===== config.mk =====
export PLATFORM = sky130hd
export DESIGN_NAME = or1200_operand_stage
export DESIGN_NICKNAME = d
export VERILOG_FILES = /design/src/rtl/or1200_operand_pkg.sv /design/src/rtl/or1200_operand_lane.sv /design/src/rtl/or1200_operand_stage.sv
export SDC_FILE = /design/constraint.sdc
export NUM_CORES = 1
export LEC_CHECK = 0
export BUFFER_PORTS_ARGS = -buffer_cell sky130_fd_sc_hd__buf_2
export CORE_AREA = 2 2 115 117
export CTS_BUF_LIST = sky130_fd_sc_hd__clkbuf_4
export DETAILED_ROUTE_END_ITERATION = 6
export DIE_AREA = 0 0 117 119
export PLACE_DENSITY = 0.69
export SYNTH_ARGS = -nofsm -noshare
export SYNTH_HDL_FRONTEND = slang
export SYNTH_SLANG_ARGS = --single-unit

===== constraint.sdc =====
create_clock -name clk -period 2.1 [get_ports clk]
set_input_delay 0.315 -clock clk [delete_from_list [all_inputs] [get_ports clk]]
set_output_delay 0.315 -clock clk [all_outputs]
set_load 0.05 [all_outputs]

===== src/rtl/or1200_operand_pkg.sv =====
// Shared select-code constants and width helpers for the OR1200 operand stage.
package or1200_operand_pkg;

  // Per-lane select codes: register file, immediate, then forwarding stages.
  localparam int SEL_RF       = 0;
  localparam int SEL_IMM      = 1;
  localparam int SEL_FWD_BASE = 2;

  // Select code that picks forwarding stage k (0 = EX, 1 = WB, ...).
  function automatic int fwd_sel(input int k);
    return SEL_FWD_BASE + k;
  endfunction

  // Width of one lane's select field for a given number of forwarding stages.
  function automatic int sel_width(input int nfwd);
    return $clog2(nfwd + 2);
  endfunction

endpackage


===== src/rtl/or1200_operand_lane.sv =====
// One operand lane: source mux, forwarding-not-ready detection, operand
// register and the saved flag that keeps a captured value across ID freeze.
module or1200_operand_lane
  import or1200_operand_pkg::*;
#(
  parameter int WIDTH = 32,
  parameter int NFWD  = 2,
  parameter int SW    = 2
) (
  input  logic                  clk,
  input  logic                  rst,
  input  logic                  id_freeze,
  input  logic                  ex_freeze,
  input  logic                  cap,
  input  logic [SW-1:0]         sel,
  input  logic [WIDTH-1:0]      rf,
  input  logic [WIDTH-1:0]      simm,
  input  logic [NFWD*WIDTH-1:0] fwd_data,
  input  logic [NFWD-1:0]       fwd_valid,
  output logic [WIDTH-1:0]      muxed,
  output logic [WIDTH-1:0]      operand,
  output logic                  saved,
  output logic                  need
);

  // Source decode; reserved codes fall through to the register-file value.
  // A saved lane never asks for a stall, whatever its select points at.
  always_comb begin
    muxed = rf;
    need  = 1'b0;
    if (int'(sel) == SEL_IMM) begin
      muxed = simm;
    end
    for (int k = 0; k < NFWD; k++) begin
      if (int'(sel) == fwd_sel(k)) begin
        muxed = fwd_data[k*WIDTH +: WIDTH];
        need  = !fwd_valid[k] && !saved;
      end
    end
  end

  // Capture when the whole stage may capture; remember the capture if ID is
  // frozen so the next unfrozen edge only releases the flag, never recaptures.
  always_ff @(posedge clk or posedge rst) begin
    if (rst) begin
      operand <= '0;
      saved   <= 1'b0;
    end else if (cap && !saved) begin
      operand <= muxed;
      saved   <= id_freeze;
    end else if (!ex_freeze && !id_freeze && saved) begin
      saved   <= 1'b0;
    end
  end

endmodule


===== src/rtl/or1200_operand_stage.sv =====
// Operand select and ID->EX operand latch for NOPS lanes with NFWD
// forwarding stages; raises stall_req while a selected forward is not final.
module or1200_operand_stage
  import or1200_operand_pkg::*;
#(
  parameter int WIDTH = 32,
  parameter int NOPS  = 2,
  parameter int NFWD  = 2,
  localparam int SW   = sel_width(NFWD)
) (
  input  logic                  clk,
  input  logic                  rst,
  input  logic                  id_freeze,
  input  logic                  ex_freeze,
  input  logic [NOPS*WIDTH-1:0] rf_data,
  input  logic [WIDTH-1:0]      simm,
  input  logic [NFWD*WIDTH-1:0] fwd_data,
  input  logic [NFWD-1:0]       fwd_valid,
  input  logic [NOPS*SW-1:0]    sel,
  output logic [NOPS*WIDTH-1:0] muxed,
  output logic [NOPS*WIDTH-1:0] operand,
  output logic [NOPS-1:0]       saved,
  output logic                  stall_req
);

  logic [NOPS-1:0] need;
  logic            cap;

  // Any lane waiting on a forward blocks every lane; lanes capture as a set.
  assign stall_req = |need;
  assign cap       = !ex_freeze && !stall_req;

  genvar gi;
  generate
    for (gi = 0; gi < NOPS; gi++) begin : g_lane
      or1200_operand_lane #(
        .WIDTH(WIDTH),
        .NFWD (NFWD),
        .SW   (SW)
      ) u_lane (
        .clk      (clk),
        .rst      (rst),
        .id_freeze(id_freeze),
        .ex_freeze(ex_freeze),
        .cap      (cap),
        .sel      (sel[gi*SW +: SW]),
        .rf       (rf_data[gi*WIDTH +: WIDTH]),
        .simm     (simm),
        .fwd_data (fwd_data),
        .fwd_valid(fwd_valid),
        .muxed    (muxed[gi*WIDTH +: WIDTH]),
        .operand  (operand[gi*WIDTH +: WIDTH]),
        .saved    (saved[gi]),
        .need     (need[gi])
      );
    end
  endgenerate

endmodule


==> qor.txt <==
period utilisation layout = 0.897
DRC violation count after routing = 0
routed wire length = 13,500 µm
Yosys reg bits = 66
clock net sink count = 66
Total GRT Usage = 0.193
post-detailed-placement cell area = 5900 µm²
DPL Wire Length = 11,000 µm
post-synthesis instance area = 4120 µm²
Crit Path Class = in -> out
maximum clock path buffer count = 2
Mapped Nets = 401
via count = 3,640
Clock transition at path regs = 0.11 ns
path category of the worst min-delay check = in -> reg
Distinct cells, synth = 17
crit path cell chain = buf_2, buf_12, mux4_2, buf_2
Fin Clk Skew = 0.00739 ns
smallest hold slack = 0.116 ns
most used cell along the critical path = buf_2
endpoint with the worst hold slack = g_lane[0].u_lane.saved
cell depth of the worst flop-to-flop path = 4
post-layout minimum cycle time = 1.88 ns
Post-CTS Setup Bufs = 0
worst slack at placement = 0.195 ns
mux share of post-synthesis cell area = 0.532
top fanout value on the critical path = 17
Seq/Total Area, Yosys = 0.401
via count normalized by instance count = 5.07
effective utilization at floorplan = 0.320
Std-Cell Core Area = 12,900 µm²
static power due to leakage = 0.00285 µW
cell taking the most area after synthesis = dfrtp_1
RSZ-0062 raised after global routing = no
critical-path cell with the highest stage delay = mux4_2
number of failing setup endpoints in the final timing report = 0
Worst setup startpoint = sel[2]
type of destination of the critical path = output port
clock root cell = clkbuf_4
area fraction of the dominant cell type after synthesis = 0.401
number of max-slew violations in the final report = 0
critical register-to-register path startpoint = g_lane[0].u_lane.saved
TritonCTS clock tree = yes
final std cells w/o fill = 718
maximum clock frequency = 531 MHz
standard-cell row count = 42
compound-gate portion of the synthesized area = 0.0213
main combinational cell family by area after synthesis = multiplexers
Die Area = 13,900 µm²
aggregate negative setup slack = 0 ns
Worst Path Arrival = 1.57 ns
antenna cells = 0
Hold Path Cell Cnt = 2
die width = 117 µm
worst skew pair latency = 0.43 ns
worst slew slack as a fraction of its limit = 0.551
endpoint of the worst-slack reg-to-reg timing path = g_lane[0].u_lane.operand[20]
number of cells in the design after placement = 701
gpl congestion = 0.812
Worst EP required = 1.78 ns
leading cell type in the layout, fill and taps excluded = buf_2
die height = 119 µm
launch point of the worst hold path = id_freeze
fraction of layout cells with a size suffix above 1 = 0.854
synthesized-area fraction occupied by and/or/nand/nor cells = 0.00608
most area-consuming cells after synthesis = dfrtp_1 40%, mux4_2 35%, mux2_2 16%
post-route cell area = 6040 µm²
average wire per cell in the routed design = 18.8 µm
layout overhead on the synthesized area = 46.9%
Tightest Pin Transition = 0.672 ns
largest net degree at the start of global routing = 39
synthesized-area fraction occupied by adder cells = 0
remaining number of nets flagged by the antenna check after routing = 0
outcome = complete, no violations
H-Tree Depth = 3
CTS Buf Count = 9
wire length of the first global-routing pass = 20,300 µm
largest stage delay on the critical path = 0.54 ns
Filler Cell Count = 1,181
mean area per synthesized cell = 17.8 µm²
Cells after Synth = 231
1st-pass router iterations = 4
crit path launch type = primary input
worst reg-to-reg setup slack = 0.35 ns
final number of hold-violating endpoints = 0
areal power density over the cells = 1090 nW/µm²
Starting DRT DRC Count = 152
global-route congestion overflow total = 0
number of instances resized during post-cts repair = 0
Layout Nets = 707
max capacitance violation total = 0
highest-count cells in the layout ignoring fill and taps = 300 x buf_2, 66 x dfrtp_1, 64 x mux4_2
number of global-route vias before repair = 3,823
maximum resistive drop on vdd = 719 µV
initial antenna violation count = 0
IO Port Bufs = 300
Final Worst Setup Slack = 0.217 ns
Boundary Pins = 301
Post-Synth XOR/XNOR Area = 0
number of warnings printed during yosys synthesis = 0
[final cells by class]
type                    instances  area, µm²  share of cell area
clock buffers                  10       75.1              0.0124
clock inverters                 6       57.6             0.00952
repair buffers                319       1730               0.287
well taps                     176        220              0.0364
inverters                       1       3.75            0.000621
flip-flops and latches         66       1650               0.273
multi-input cells             140       2300               0.381
[cell families after synthesis]
family                 count (synthesis)
buffers and inverters                 25
and+or+nand+nor                        4
AOI/OAI and AO/OA                      6
DFF                                   66
muxes                                130
[sequential cells by signal (all words and copies together) (netlist names)]
signal	count
g_lane.u_lane.operand	64
g_lane.u_lane.saved	2
[worst max path at each step]
stage	endpoint	depth (start not counted)
6_report	muxed[54]	4
5_1_grt	stall_req	4
4_1_cts	stall_req	4
3_5_place_dp	g_lane[0].u_lane.operand[20]	5
3_3_place_gp	muxed[20]	4
2_1_floorplan	g_lane[0].u_lane.operand[0]	1
[where the power goes]
group          switching [µW]  total, µW  leakage [µW]  internal, µW
logic                    2720       3810       0.00200          1090
registers                 211       1910      0.000774          1700
clock network             483        851     0.0000759           368
[cell usage after synthesis, drive strengths merged]
| master | count |
|---|---|
| mux4 | 64 |
| dfrtp | 66 |
| or2 | 2 |
| a221oi | 3 |
| nor2b | 2 |
| mux2 | 64 |
| a22o | 1 |
| o22a | 2 |
| buf | 19 |
| clkbuf | 5 |
| inv | 1 |
| mux2i | 2 |
[metal layers]
metal / vias up / GRT usage / routed length, µm
li1: 1574 / - / -
met1: 1858 / 0.222 / 5130
met2: 192 / 0.344 / 7190
met3: 16 / 0.0489 / 974
met4: 0 / 0.0691 / 218
met5: - / 0 / 0
[through the flow]
step | total power (µW) | utilization
finish | 6570 | 0.469
global route | 6890 | 0.469
CTS | 6650 | 0.469
detailed placement | 5770 | 0.458
global placement | 5700 | 0.458
floorplan | 4780 | -
[critical path: cells and delay by family]
kind | cells | cell delay [ns]
buf+inv | 3 | 0.70
mux | 1 | 0.54
[what timing repair did]
action                     4_1_cts  5_1_grt
hold endpoints to repair        28        0
hold buffers                     1        0
setup endpoints to repair        0        0
(Power assumes the default switching activity.)
